## src/rtl/apb_master_arb_if.sv

```systemverilog
// Bundle of the two client request ports and the APB master bus.
// The arbiter uses the master modport; clients and the APB slave side use slave.
interface apb_master_arb_if #(
  parameter int DWID = 8,
  parameter int AWID = 32
);
  // requester 0
  logic            req0_valid;
  logic            req0_write;
  logic [AWID-1:0] req0_addr;
  logic [DWID-1:0] req0_wdata;
  logic            req0_done;
  logic [DWID-1:0] req0_rdata;
  logic            req0_err;
  // requester 1
  logic            req1_valid;
  logic            req1_write;
  logic [AWID-1:0] req1_addr;
  logic [DWID-1:0] req1_wdata;
  logic            req1_done;
  logic [DWID-1:0] req1_rdata;
  logic            req1_err;
  // APB master bus
  logic            m_psel;
  logic            m_penable;
  logic            m_pwrite;
  logic [AWID-1:0] m_paddr;
  logic [DWID-1:0] m_pwdata;
  logic            m_pready;
  logic            m_pslverr;
  logic [DWID-1:0] m_prdata;

  modport master (
    input  req0_valid, req0_write, req0_addr, req0_wdata,
    output req0_done, req0_rdata, req0_err,
    input  req1_valid, req1_write, req1_addr, req1_wdata,
    output req1_done, req1_rdata, req1_err,
    output m_psel, m_penable, m_pwrite, m_paddr, m_pwdata,
    input  m_pready, m_pslverr, m_prdata
  );

  modport slave (
    output req0_valid, req0_write, req0_addr, req0_wdata,
    input  req0_done, req0_rdata, req0_err,
    output req1_valid, req1_write, req1_addr, req1_wdata,
    input  req1_done, req1_rdata, req1_err,
    input  m_psel, m_penable, m_pwrite, m_paddr, m_pwdata,
    output m_pready, m_pslverr, m_prdata
  );
endinterface

```

## src/rtl/apb_master_arb.sv

```systemverilog
// Two-requester round-robin APB master. One transfer at a time through
// SETUP/ACCESS, with a pready timeout that completes the transfer with err=1.
module apb_master_arb #(
  parameter int DWID    = 8,
  parameter int AWID    = 32,
  parameter int TIMEOUT = 1023
) (
  input  logic                 clk,
  input  logic                 rst_n,
  apb_master_arb_if.master     bus
);

  typedef enum logic [1:0] {IDLE, SETUP, ACCESS} state_t;

  localparam logic [15:0] TO_VAL = 16'(TIMEOUT);

  state_t                    state_q, state_d;
  logic                      last_q, last_d;
  logic                      gnt_q, gnt_d;
  logic [15:0]               cnt_q, cnt_d;
  logic                      psel_q, psel_d;
  logic                      penable_q, penable_d;
  logic                      pwrite_q, pwrite_d;
  logic [AWID-1:0]           paddr_q, paddr_d;
  logic [DWID-1:0]           pwdata_q, pwdata_d;
  logic [1:0]                done_q, done_d;
  logic [1:0]                err_q, err_d;
  logic [1:0][DWID-1:0]      rdata_q, rdata_d;

  logic [1:0]                valid;
  logic                      gnt_sel;
  logic                      timeout_hit;

  assign valid       = {bus.req1_valid, bus.req0_valid};
  assign timeout_hit = (TIMEOUT != 0) && (cnt_q == TO_VAL);

  // Next-state, arbitration and bus register updates
  always_comb begin
    state_d   = state_q;
    last_d    = last_q;
    gnt_d     = gnt_q;
    cnt_d     = cnt_q;
    psel_d    = psel_q;
    penable_d = penable_q;
    pwrite_d  = pwrite_q;
    paddr_d   = paddr_q;
    pwdata_d  = pwdata_q;
    done_d    = 2'b00;
    err_d     = err_q;
    rdata_d   = rdata_q;
    gnt_sel   = 1'b0;

    case (state_q)
      IDLE: begin
        if (|valid) begin
          // both valid: the one not served last; otherwise the only one valid
          gnt_sel   = (valid == 2'b11) ? ~last_q : valid[1];
          gnt_d     = gnt_sel;
          paddr_d   = gnt_sel ? bus.req1_addr  : bus.req0_addr;
          pwrite_d  = gnt_sel ? bus.req1_write : bus.req0_write;
          pwdata_d  = gnt_sel ? bus.req1_wdata : bus.req0_wdata;
          psel_d    = 1'b1;
          penable_d = 1'b0;
          state_d   = SETUP;
        end
      end
      SETUP: begin
        penable_d = 1'b1;
        cnt_d     = 16'd0;
        state_d   = ACCESS;
      end
      ACCESS: begin
        if (bus.m_pready || timeout_hit) begin
          // pready wins over a coincident timeout
          state_d        = IDLE;
          psel_d         = 1'b0;
          penable_d      = 1'b0;
          pwrite_d       = 1'b0;
          pwdata_d       = '0;
          done_d[gnt_q]  = 1'b1;
          rdata_d[gnt_q] = bus.m_pready ? bus.m_prdata : '0;
          err_d[gnt_q]   = bus.m_pready ? bus.m_pslverr : 1'b1;
          last_d         = gnt_q;
        end else if (cnt_q != 16'hFFFF) begin
          cnt_d = cnt_q + 16'd1;
        end
      end
      default: state_d = IDLE;
    endcase
  end

  // State and output registers with asynchronous clear
  always_ff @(posedge clk or negedge rst_n) begin
    if (!rst_n) begin
      state_q   <= IDLE;
      last_q    <= 1'b1;
      gnt_q     <= 1'b0;
      cnt_q     <= 16'd0;
      psel_q    <= 1'b0;
      penable_q <= 1'b0;
      pwrite_q  <= 1'b0;
      paddr_q   <= '0;
      pwdata_q  <= '0;
      done_q    <= 2'b00;
      err_q     <= 2'b00;
      rdata_q   <= '0;
    end else begin
      state_q   <= state_d;
      last_q    <= last_d;
      gnt_q     <= gnt_d;
      cnt_q     <= cnt_d;
      psel_q    <= psel_d;
      penable_q <= penable_d;
      pwrite_q  <= pwrite_d;
      paddr_q   <= paddr_d;
      pwdata_q  <= pwdata_d;
      done_q    <= done_d;
      err_q     <= err_d;
      rdata_q   <= rdata_d;
    end
  end

  assign bus.m_psel     = psel_q;
  assign bus.m_penable  = penable_q;
  assign bus.m_pwrite   = pwrite_q;
  assign bus.m_paddr    = paddr_q;
  assign bus.m_pwdata   = pwdata_q;
  assign bus.req0_done  = done_q[0];
  assign bus.req1_done  = done_q[1];
  assign bus.req0_err   = err_q[0];
  assign bus.req1_err   = err_q[1];
  assign bus.req0_rdata = rdata_q[0];
  assign bus.req1_rdata = rdata_q[1];

endmodule

```

## src/flat_wrapper.sv

```systemverilog
// flat-port wrapper written by rule: the top's interface ports become plain ports
module apb_master_arb_flat 
#(
  parameter int DWID    = 8,
  parameter int AWID    = 32,
  parameter int TIMEOUT = 1023
)
  (clk, rst_n, bus_req0_valid, bus_req0_write, bus_req0_addr, bus_req0_wdata, bus_req0_done, bus_req0_rdata, bus_req0_err, bus_req1_valid, bus_req1_write, bus_req1_addr, bus_req1_wdata, bus_req1_done, bus_req1_rdata, bus_req1_err, bus_m_psel, bus_m_penable, bus_m_pwrite, bus_m_paddr, bus_m_pwdata, bus_m_pready, bus_m_pslverr, bus_m_prdata);
  apb_master_arb_if #(.DWID(DWID), .AWID(AWID)) bus_i ();
  input  logic clk;
  input  logic rst_n;
  input wire logic [$bits(bus_i.req0_valid)-1:0] bus_req0_valid;
  input wire logic [$bits(bus_i.req0_write)-1:0] bus_req0_write;
  input wire logic [$bits(bus_i.req0_addr)-1:0] bus_req0_addr;
  input wire logic [$bits(bus_i.req0_wdata)-1:0] bus_req0_wdata;
  output wire logic [$bits(bus_i.req0_done)-1:0] bus_req0_done;
  output wire logic [$bits(bus_i.req0_rdata)-1:0] bus_req0_rdata;
  output wire logic [$bits(bus_i.req0_err)-1:0] bus_req0_err;
  input wire logic [$bits(bus_i.req1_valid)-1:0] bus_req1_valid;
  input wire logic [$bits(bus_i.req1_write)-1:0] bus_req1_write;
  input wire logic [$bits(bus_i.req1_addr)-1:0] bus_req1_addr;
  input wire logic [$bits(bus_i.req1_wdata)-1:0] bus_req1_wdata;
  output wire logic [$bits(bus_i.req1_done)-1:0] bus_req1_done;
  output wire logic [$bits(bus_i.req1_rdata)-1:0] bus_req1_rdata;
  output wire logic [$bits(bus_i.req1_err)-1:0] bus_req1_err;
  output wire logic [$bits(bus_i.m_psel)-1:0] bus_m_psel;
  output wire logic [$bits(bus_i.m_penable)-1:0] bus_m_penable;
  output wire logic [$bits(bus_i.m_pwrite)-1:0] bus_m_pwrite;
  output wire logic [$bits(bus_i.m_paddr)-1:0] bus_m_paddr;
  output wire logic [$bits(bus_i.m_pwdata)-1:0] bus_m_pwdata;
  input wire logic [$bits(bus_i.m_pready)-1:0] bus_m_pready;
  input wire logic [$bits(bus_i.m_pslverr)-1:0] bus_m_pslverr;
  input wire logic [$bits(bus_i.m_prdata)-1:0] bus_m_prdata;
  assign bus_i.req0_valid = bus_req0_valid;
  assign bus_i.req0_write = bus_req0_write;
  assign bus_i.req0_addr = bus_req0_addr;
  assign bus_i.req0_wdata = bus_req0_wdata;
  assign bus_req0_done = bus_i.req0_done;
  assign bus_req0_rdata = bus_i.req0_rdata;
  assign bus_req0_err = bus_i.req0_err;
  assign bus_i.req1_valid = bus_req1_valid;
  assign bus_i.req1_write = bus_req1_write;
  assign bus_i.req1_addr = bus_req1_addr;
  assign bus_i.req1_wdata = bus_req1_wdata;
  assign bus_req1_done = bus_i.req1_done;
  assign bus_req1_rdata = bus_i.req1_rdata;
  assign bus_req1_err = bus_i.req1_err;
  assign bus_m_psel = bus_i.m_psel;
  assign bus_m_penable = bus_i.m_penable;
  assign bus_m_pwrite = bus_i.m_pwrite;
  assign bus_m_paddr = bus_i.m_paddr;
  assign bus_m_pwdata = bus_i.m_pwdata;
  assign bus_i.m_pready = bus_m_pready;
  assign bus_i.m_pslverr = bus_m_pslverr;
  assign bus_i.m_prdata = bus_m_prdata;
  apb_master_arb #(.DWID(DWID), .AWID(AWID), .TIMEOUT(TIMEOUT)) u_core (.clk(clk), .rst_n(rst_n), .bus(bus_i));
endmodule
```

## config.mk

```make
export PLATFORM = sky130hd
export DESIGN_NAME = apb_master_arb_flat
export DESIGN_NICKNAME = d
export VERILOG_FILES = /design/src/rtl/apb_master_arb_if.sv /design/src/rtl/apb_master_arb.sv /design/src/flat_wrapper.sv
export SDC_FILE = /design/constraint.sdc
export NUM_CORES = 1
export LEC_CHECK = 0
export CAP_MARGIN = 20
export CORE_UTILIZATION = 47
export CTS_BUF_LIST = sky130_fd_sc_hd__clkbuf_8 sky130_fd_sc_hd__clkbuf_16
export DETAILED_ROUTE_END_ITERATION = 8
export PLACE_DENSITY = 0.86
export SYNTH_ARGS = -nofsm -noshare
export SYNTH_HDL_FRONTEND = slang
export SYNTH_SLANG_ARGS = --single-unit
```

## constraint.sdc

```tcl
create_clock -name clk -period 4.36 [get_ports clk]
set_clock_uncertainty 0.2 [all_clocks]
set_input_delay 0.654 -clock clk [delete_from_list [all_inputs] [get_ports clk]]
set_output_delay 0.654 -clock clk [all_outputs]
set_load 0.01 [all_outputs]
```

======== Yosys cells after proc, flatten, opt, wreduce, memory -nomap -nowiden ========
Index checks and enable logic that the tools add are counted.
operators by class
  add/sub/neg operators ................... 1
  $mul .................................... 0
  div/mod/pow operators ................... 0
  order comparisons ....................... 2
  equal/unequal tests ..................... 9
  shifts and indexed selects .............. 0
  mux-type cells .......................... 30
  bitwise operators ....................... 1
  reduce and logical (&&, ||, !) cells .... 13
operator list
  operator                                         count
  2-to-1 mux 8 bit                                 5
  2-to-1 mux 16 bit                                2
  2-to-1 mux 32 bit                                1
  one-hot mux 16 bit (2 select lines)              1
  adder 16 x 1 -> 16 bit, second input constant    1
  bitwise mux 16 bit                               1
  == test 16 x 10 -> 1 bit, second input constant  1
  != test 16 bit, second input constant            1
  one-hot mux 8 bit (2 select lines)               1
  AND reduction 3 bit                              3
  demux 8 bit (select 1 bit)                       1
  2-to-1 mux 1 bit                                 8
  2-to-1 mux 2 bit                                 4
  != test 2 x 1 -> 1 bit, second input constant    3
  one-hot mux 2 bit (3 select lines)               1
  AND reduction 2 bit                              3
  == test 2 bit, second input constant             2
  one-hot mux 1 bit (2 select lines)               2
  nonzero test 2 bit                               2
  one-hot mux 1 bit (3 select lines)               1
  nonzero test 3 bit                               1
  bitwise mux 2 bit                                1
  == test 2 x 1 -> 1 bit, second input constant    1
  logical NOT 2 bit                                1
  other kinds (8)                                  8
storage, ports and cells
  register bits ........................... 83
  latch bits .............................. 0
  memory bits (writable) .................. 0
  ROM bits ................................ 0
  word-level logic and storage cells ...... 69
  memories ................................ 0

======== Depth between registers and ports, before layout ========
Gate-level depths: netlist of run 1.
  depth after elaboration ................. 6
  gate-level depth with buffers ........... 8
  mapped depth without buffers ............ 7

======== Worst setup path before layout of run 1 ========
No wires, ideal clock.
  kind .................................... input-to-reg
  from .................................... in bus_req1_valid
  to ...................................... reg u_core.pwdata_q[4] (netlist: u_core.bus.m_pwdata[4])
  library setup time ...................... 0.133 ns
  data arrival time ....................... 1.724 ns
  slack ................................... 2.303 ns
  stages .................................. 7
  buffers on the path ..................... 2
  path through ............................ a21boi_0 clkbuf_1 buf_2 mux2i_1 nor2_1 a21oi_1 o21ai_0
between the ends
  word-level cells in the longest chain between the ends .. 5
ends and longest elaborated chain
  what                                RTL line               text
  start: declaration                  flat_wrapper.sv:19     input wire logic [$bits(bus_i.req1_valid)-1:0] bus_req1_valid;
  == test 2 bit                       apb_master_arb.sv:57   gnt_sel = (valid == 2'b11) ? ~last_q : valid[1];
  2-to-1 mux 1 bit                    apb_master_arb.sv:57
  2-to-1 mux 8 bit                    apb_master_arb.sv:61   pwdata_d = gnt_sel ? bus.req1_wdata : bus.req0_wdata;
  2-to-1 mux 8 bit                    apb_master_arb.sv:55   if (|valid) begin
  one-hot mux 8 bit (2 select lines)  apb_master_arb.sv:53   case (state_q)
  end signal: assignment              apb_master_arb.sv:116  pwdata_q <= pwdata_d;
  end: declaration                    apb_master_arb.sv:25   logic [DWID-1:0] pwdata_q, pwdata_d;
Parallel ways exist; a longest one is shown, timed or not. The select of a mux whose other input is x is not followed.
A chain may end at the register's enable or synchronous reset.

======== Worst setup path in the final report of run 1 ========
  from .................................... in bus_req1_valid
  to ...................................... reg u_core.paddr_q[8] (netlist: u_core.bus.m_paddr[8])
between the ends
  word-level cells in the longest chain between the ends .. 3
ends and longest elaborated chain
  what                    RTL line               text
  == test 2 bit           apb_master_arb.sv:57
  2-to-1 mux 1 bit        apb_master_arb.sv:57
  2-to-1 mux 32 bit       apb_master_arb.sv:59   paddr_d = gnt_sel ? bus.req1_addr : bus.req0_addr;
  end signal: assignment  apb_master_arb.sv:115  paddr_q <= paddr_d;
  end: declaration        apb_master_arb.sv:24   logic [AWID-1:0] paddr_q, paddr_d;
Parallel ways exist; a longest one is shown, timed or not.

==> results.sh, run 1 <==
export IMPL_status="finished clean"
export IMPL_drt_first_pass_iters=4
export IMPL_finalMaxSlewViolations=0
export IMPL_tns_ns=0
export IMPL_syn_instance_count=388
export IMPL_crit_fanout=23
export IMPL_vias=3640
export IMPL_clk_latency_ns=0.35
export IMPL_switchingPower_mw=1.273
export IMPL_power_internal_mw=2.274
export IMPL_die_h_microns=94.18
export IMPL_dp_hpwl_microns=8002
export IMPL_drive_above_1_share_pct=6.216
export IMPL_post_cts_buffers=0
export IMPL_syn_avg_cell_area_sq_um=10.29
export IMPL_synth_fp_nets=489
export IMPL_finalCritPeriodShare_pct=59.81
export IMPL_min_period_ns=2.608
export IMPL_p_per_area_nw_per_um2=597.1
export IMPL_drc_errors=0
export IMPL_grt_antenna_before_repair=0
export IMPL_path_clk_slew_ns=0.09
export IMPL_hold_buffers=0
export IMPL_pre_cts_ws_ns=1.395
export IMPL_ys_types=50
export IMPL_r2r_cells=5
export IMPL_stdcell_count=652
export IMPL_vias_per_cell=5.583
export IMPL_critical_path_max_stage_delay_ns=0.75
export IMPL_grt_pass1_vias=3453
export IMPL_die_area_sq_um=8870
export IMPL_htreeDepth=3
export IMPL_required_ns=4.35
export IMPL_setup_viol=0
export IMPL_synthArstFlopShare_pct=100.0
export IMPL_grt_max_degree=87
export IMPL_final_cell_mix="clkdlybuf4s50_1 (157), dfrtp_1 (82), nand2_1 (55), o21ai_0 (55), mux2i_1 (42)"
export IMPL_peakVddDrop_mv=0.3533
export IMPL_synth_edf_count=0
export IMPL_fillers=558
export IMPL_min_path_type="primary input to async pin"
export IMPL_portBuffers=158
export IMPL_ant_nets=0
export IMPL_fmax_ghz=0.3835
export IMPL_p_clk_share_pct=18.0
export IMPL_start_util_pct=48.61
export IMPL_yosysSeqAreaShare_pct=52.04
export IMPL_fp_dieW_microns=94.18
export IMPL_r2r_end="u_core.bus.m_penable"
export IMPL_core_sq_um=8217
export IMPL_crit_path_end="u_core.bus.m_paddr[8]"
export IMPL_cts_resized_gates=0
export IMPL_fin_ws_ns=1.752
export IMPL_reg2reg_slack_ns=1.93
export IMPL_max_cap_violations=0
export IMPL_syn_to_final_growth_pct=48.75
export IMPL_wl_microns=10980
export IMPL_cts_sinks=83
export IMPL_grt_pass1_wl_microns=17010
export IMPL_rows=33
export IMPL_antennaDiodeCount=0
export IMPL_start_kind="primary input"
export IMPL_placed_cells=635
export IMPL_cp_arrival_ns=2.59
export IMPL_avgRoutedWirePerCell_microns=16.84
export IMPL_ios=159
export IMPL_critPathKind="primary input to register"
export IMPL_crit_start="bus_req1_valid"
export IMPL_gp_congestion=0.9352
export IMPL_grt_usage_pct=24.68
export IMPL_synth_warnings=0
export IMPL_grt_setup_unrepaired="no"
export IMPL_worst_slew_pin_slew_ns=0.8991
export IMPL_slowest_stage="a21boi_4"
export IMPL_path_cells="clkdlybuf4s50_1 > a21boi_4 > buf_12 > mux2i_1 > o21ai_0"
export IMPL_initialDrtViolationCount=148
export IMPL_layout_commonest_cell="clkdlybuf4s50_1"
export IMPL_numCtsBuffers=9
export IMPL_cts_root_buf="clkbuf_8"
export IMPL_final_area_sq_um=5941
export IMPL_synth_main_ff_cell="dfrtp_1"
export IMPL_grt_overflow_total=0
export IMPL_cts_buffer_depth=2
export IMPL_syn_area_sq_um=3994
export IMPL_dpl_cell_area_sq_um=5683
export IMPL_comb_power_share_pct=46.2
export IMPL_layout_nets=643
export IMPL_power_mw=3.547
export IMPL_r2r_start="u_core.cnt_q[10]"
export IMPL_cts_tree="yes"
export IMPL_ys_ff_latch=83
export IMPL_setup_worst_path_end_class="register"
export IMPL_p_leak_nw=2.555
export IMPL_maxSlewHeadroom_pct=39.91
export IMPL_power_frac_seq_pct=35.8
export IMPL_finalHoldViolations=0
export IMPL_swShare_pct=35.89
## worst max-delay path: cells and delay by family
family / cells / cell delay (ns)
buffers and inverters: 2 / 0.82
AO/OA/AOI/OAI: 2 / 0.88
multiplexers: 1 / 0.22
## worst min-delay path by stage
stage / to / cells past startpoint
3_5_place_dp: u_core.bus.m_paddr[28] / 2
2_1_floorplan: u_core.bus.m_paddr[0] / 0
4_1_cts: u_core.bus.m_paddr[13] / 2
5_1_grt: u_core.bus.req0_rdata[0] / 1
3_3_place_gp: u_core.bus.m_paddr[1] / 2
6_report: u_core.cnt_q[15] / 1
## per-stage QoR
step / hold slack (ns) / utilization [%]
4_1_cts: 0.2893 / 71.97
2_1_floorplan: 0.1584 / -
5_1_grt: 0.05723 / 72.30
6_report: 0.03234 / 72.30
3_3_place_gp: 0.2601 / 69.16
3_5_place_dp: 0.2693 / 69.16
## state kept, by name, indices dropped and copies added (netlist names)
| register | count |
|---|---|
| u_core.bus.m_psel | 1 |
| u_core.bus.m_paddr | 32 |
| u_core.err_q | 2 |
| u_core.last_q | 1 |
| u_core.cnt_q | 16 |
| u_core.gnt_q | 1 |
| u_core.bus.req1_rdata | 8 |
| u_core.bus.m_penable | 1 |
| u_core.state_q | 2 |
| u_core.bus.m_pwrite | 1 |
| u_core.bus.req0_rdata | 8 |
| u_core.bus.m_pwdata | 8 |
| u_core.done_q | 2 |
## Yosys cell counts (all sizes together), types with 2 or more instances
library cell  count  area (sq um)
nand4             4         25.02
a21boi            3         22.52
or4               2         18.77
a22o             18         157.7
o21a              4         30.03
o32a              2         20.02
inv               9         33.78
o31ai             4         30.03
nand2            55         206.5
a21oi            18         90.09
nand2b            2         12.51
a21o              2         15.01
clkbuf           13         48.80
nor4              4         52.55
o21ai            56         280.3
mux2i            42         420.4
nand3             7         35.03
nor2             19         71.32
ha                5         62.56
a31o              2         17.52
and4b             2         20.02
a31oi             6         37.54
and4              2         18.77
mux2              2         22.52
buf               6         30.03
a41oi             2         17.52
dfrtp            82          2052
## power by group through the flow
| stage | sequential [mW] | combinational (mW) | clock, mW |
|---|---|---|---|
| 3_5_place_dp | 1.28 | 1.65 | 0 |
| 6_report | 1.27 | 1.64 | 0.639 |
| 2_1_floorplan | 1.38 | 0.660 | 0 |
| 5_1_grt | 1.31 | 1.78 | 0.683 |
| 4_1_cts | 1.27 | 1.65 | 0.648 |
| 3_3_place_gp | 1.26 | 1.59 | 0 |
## area by class of cell
cell class | count | area, sq um | area share (%)
clock buffer | 9 | 123.9 | 2.085
sequential | 83 | 2078 | 34.98
tap | 105 | 131.4 | 2.211
inverter | 9 | 33.78 | 0.5687
clock inverter | 7 | 106.4 | 1.790
multi-input combinational | 277 | 1826 | 30.73
timing repair buffer | 162 | 1642 | 27.63
## kinds of logic (layout without fill, tap and decap cells)
group                    after synthesis  in the layout  share of synthesized area, %
AO/OA/AOI/OAI                        123            123                         19.30
adder cells (fa/ha/maj)                5              5                         1.566
buffers and inverters                 28            187                         2.820
flip-flops                            83             83                         52.04
multiplexers                          44             44                         11.09
AND/OR/NAND/NOR                      105            105                         13.19
## routing by layer
metal | track usage (%) | up-vias | wire (microns)
met2 | 43.72 | 148 | 5529
met5 | 0 | - | 0
met1 | 30.80 | 1759 | 4557
met4 | 6.923 | 0 | 139
li1 | - | 1718 | -
met3 | 4.045 | 15 | 754
No activity file was read; power rests on OpenSTA's default activity.
==> inputs of run 2 (changes only) <==
--- a/config.mk
+++ b/config.mk
@@ -6,10 +6,10 @@
 export NUM_CORES = 1
 export LEC_CHECK = 0
 export CAP_MARGIN = 20
-export CORE_UTILIZATION = 47
+export CORE_UTILIZATION = 44
 export CTS_BUF_LIST = sky130_fd_sc_hd__clkbuf_8 sky130_fd_sc_hd__clkbuf_16
 export DETAILED_ROUTE_END_ITERATION = 8
-export PLACE_DENSITY = 0.86
+export PLACE_DENSITY = 0.81
 export SYNTH_ARGS = -nofsm -noshare
 export SYNTH_HDL_FRONTEND = slang
 export SYNTH_SLANG_ARGS = --single-unit
==> constraint.sdc (replaced) <==
create_clock -name clk -period 2.4 [get_ports clk]
set_clock_uncertainty 0.2 [all_clocks]
set_input_delay 0.36 -clock clk [delete_from_list [all_inputs] [get_ports clk]]
set_output_delay 0.36 -clock clk [all_outputs]
set_load 0.01 [all_outputs]
==> run 2 against run 1 <==
Hold slack improved by 0.25 ns. Utilization decreased by 3.7 points. Flip-flop and latch count is the same.
==> results.sh, run 2 (synthesis results as in run 1) <==
export IMPL_largest_reg_flops=32
export IMPL_status="finished clean"
export IMPL_r2r_end="u_core.cnt_q[9]"
export IMPL_finalCritPeriodShare_pct=93.35
export IMPL_grt_usage_pct=24.09
export IMPL_r2r_start="u_core.cnt_q[10]"
export IMPL_wl_microns=11080
export IMPL_cts_buffer_depth=2
export IMPL_final_cell_mix="clkdlybuf4s50_1 (157), dfrtp_1 (82), o21ai_0 (55)"
export IMPL_vias=3664
export IMPL_syn_to_final_growth_pct=50.56
export IMPL_numCtsBuffers=9
export IMPL_slowest_stage="or4_4"
export IMPL_drt_first_pass_iters=4
export IMPL_setup_worst_path_end_class="register"
export IMPL_layout_commonest_cell="clkdlybuf4s50_1"
export IMPL_max_cap_violations=0
export IMPL_setup_viol=0
export IMPL_ant_nets=0
export IMPL_min_path_type="register to register"
export IMPL_worst_slew_pin_slew_ns=0.6044
export IMPL_crit_start="u_core.cnt_q[10]"
export IMPL_post_cts_buffers=0
export IMPL_antennaDiodeCount=0
export IMPL_grt_overflow_total=0
export IMPL_min_period_ns=2.240
export IMPL_drive_above_1_share_pct=7.914
export IMPL_dpl_cell_area_sq_um=5792
export IMPL_cp_arrival_ns=2.30
export IMPL_layout_nets=652
export IMPL_die_area_sq_um=9461
export IMPL_path_cells="or4_4 > nor4_4 > nor2_1 > a21o_1 > a31oi_1"
export IMPL_grt_max_degree=84
export IMPL_rows=34
export IMPL_avgRoutedWirePerCell_microns=16.69
export IMPL_maxSlewHeadroom_pct=59.56
export IMPL_vias_per_cell=5.518
export IMPL_required_ns=2.46
export IMPL_start_util_pct=45.57
export IMPL_final_util_pct=68.62
export IMPL_finalHoldViolations=0
export IMPL_portBuffers=158
export IMPL_clk_latency_ns=0.35
export IMPL_htreeDepth=3
export IMPL_p_per_area_nw_per_um2=1057
export IMPL_cts_tree="yes"
export IMPL_grt_antenna_before_repair=0
export IMPL_peakVddDrop_mv=0.6553
export IMPL_path_clk_slew_ns=0.08
export IMPL_r2r_cells=5
export IMPL_critPathKind="register to register"
export IMPL_core_sq_um=8763
export IMPL_reg2reg_slack_ns=0.16
export IMPL_cts_root_buf="clkbuf_8"
export IMPL_p_leak_nw=2.603
export IMPL_grt_pass1_vias=3659
export IMPL_ios=159
export IMPL_finalMaxSlewViolations=0
export IMPL_drc_errors=0
export IMPL_cts_sinks=83
export IMPL_final_area_sq_um=6013
export IMPL_gp_congestion=0.9305
export IMPL_fp_dieW_microns=97.27
export IMPL_crit_path_end="u_core.cnt_q[9]"
export IMPL_crit_fanout=7
export IMPL_timing_hold_ws_ns=0.2862
export IMPL_dp_hpwl_microns=8191
export IMPL_critical_path_max_stage_delay_ns=0.60
export IMPL_die_h_microns=97.27
export IMPL_initialDrtViolationCount=157
export IMPL_start_kind="register"
export IMPL_fmax_ghz=0.4464
export IMPL_grt_pass1_wl_microns=18350
==> run 2: cell count changes in the layout (fill, tap and decap cells not counted), sizes merged <==
cell and delta:
buf +8, bufinv -1, clkinv +1, clkinvlp +2, dlygate4sd3 +1, inv -2
==> run 2: repair_timing <==
action                                  4_1_cts  5_1_grt
endpoints found under the setup margin        0       22
hold endpoints to repair                     82        0
resized for setup                             0        4
hold buffers                                  1        0
==> run 2: per-stage QoR <==
step / worst slack [ns] / TNS (ns) / cells / power [mW]
2_1_floorplan: 0.3487 / 0 / 388 / 3.713
3_3_place_gp: 0.1437 / 0 / 647 / 5.285
3_5_place_dp: 0.1147 / 0 / 647 / 5.396
4_1_cts: 0.1477 / 0 / 664 / 6.390
5_1_grt: -0.002548 / -0.002548 / 664 / 6.772
6_report: 0.1597 / 0 / 664 / 6.358
==> run 2: power by group <==
| group | internal, mW | switching, mW | total, mW |
|---|---|---|---|
| sequential | 1.96 | 0.327 | 2.28 |
| combinational | 1.64 | 1.44 | 3.08 |
| clock | 0.477 | 0.514 | 0.991 |
==> run 2: area by class of cell <==
class / instances / area, sq um
timing repair buffer: 171 / 1729
multi-input combinational: 277 / 1846
clock buffer: 9 / 123.9
sequential: 83 / 2078
fill: 657 / 2750
inverter: 9 / 33.78
clock inverter: 7 / 67.56
tap: 108 / 135.1
==> run 2: critical path: cells and delay by family, from the launching register on <==
family	cells	cell delay, ns
AOI/OAI and AO/OA	2	0.38
DFF	1	0.47
and+or+nand+nor	3	1.10
==> run 2: worst min path at each step <==
| stage | from | cells past startpoint | end | slack, ns |
|---|---|---|---|---|
| 2_1_floorplan | rst_n | 0 | u_core.bus.m_paddr[0] | -0.14 |
| 3_3_place_gp | rst_n | 2 | u_core.cnt_q[5] | 0.22 |
| 3_5_place_dp | rst_n | 2 | u_core.cnt_q[5] | 0.23 |
| 4_1_cts | u_core.bus.m_paddr[29] | 2 | u_core.bus.m_paddr[29] | 0.29 |
| 5_1_grt | u_core.bus.m_paddr[29] | 2 | u_core.bus.m_paddr[29] | 0.31 |
| 6_report | u_core.bus.m_paddr[26] | 2 | u_core.bus.m_paddr[26] | 0.29 |
==> run 2: metal layers <==
layer | track usage [%] | up-vias | share of wire (%)
li1 | - | 1741 | -
met1 | 30.60 | 1764 | 43
met2 | 42.36 | 148 | 50
met3 | 5.180 | 11 | 6.3
met4 | 5.090 | 0 | 0.68
met5 | 0 | - | 0
==> inputs of run 3 (changes only) <==
--- a/config.mk
+++ b/config.mk
@@ -9,6 +9,7 @@
 export CORE_UTILIZATION = 44
 export CTS_BUF_LIST = sky130_fd_sc_hd__clkbuf_8 sky130_fd_sc_hd__clkbuf_16
 export DETAILED_ROUTE_END_ITERATION = 8
+export GPL_ROUTABILITY_DRIVEN = 0
 export PLACE_DENSITY = 0.81
 export SYNTH_ARGS = -nofsm -noshare
 export SYNTH_HDL_FRONTEND = slang
==> results of run 3 <==
The final DEF is identical to that of run 2; final timing and power are the same.
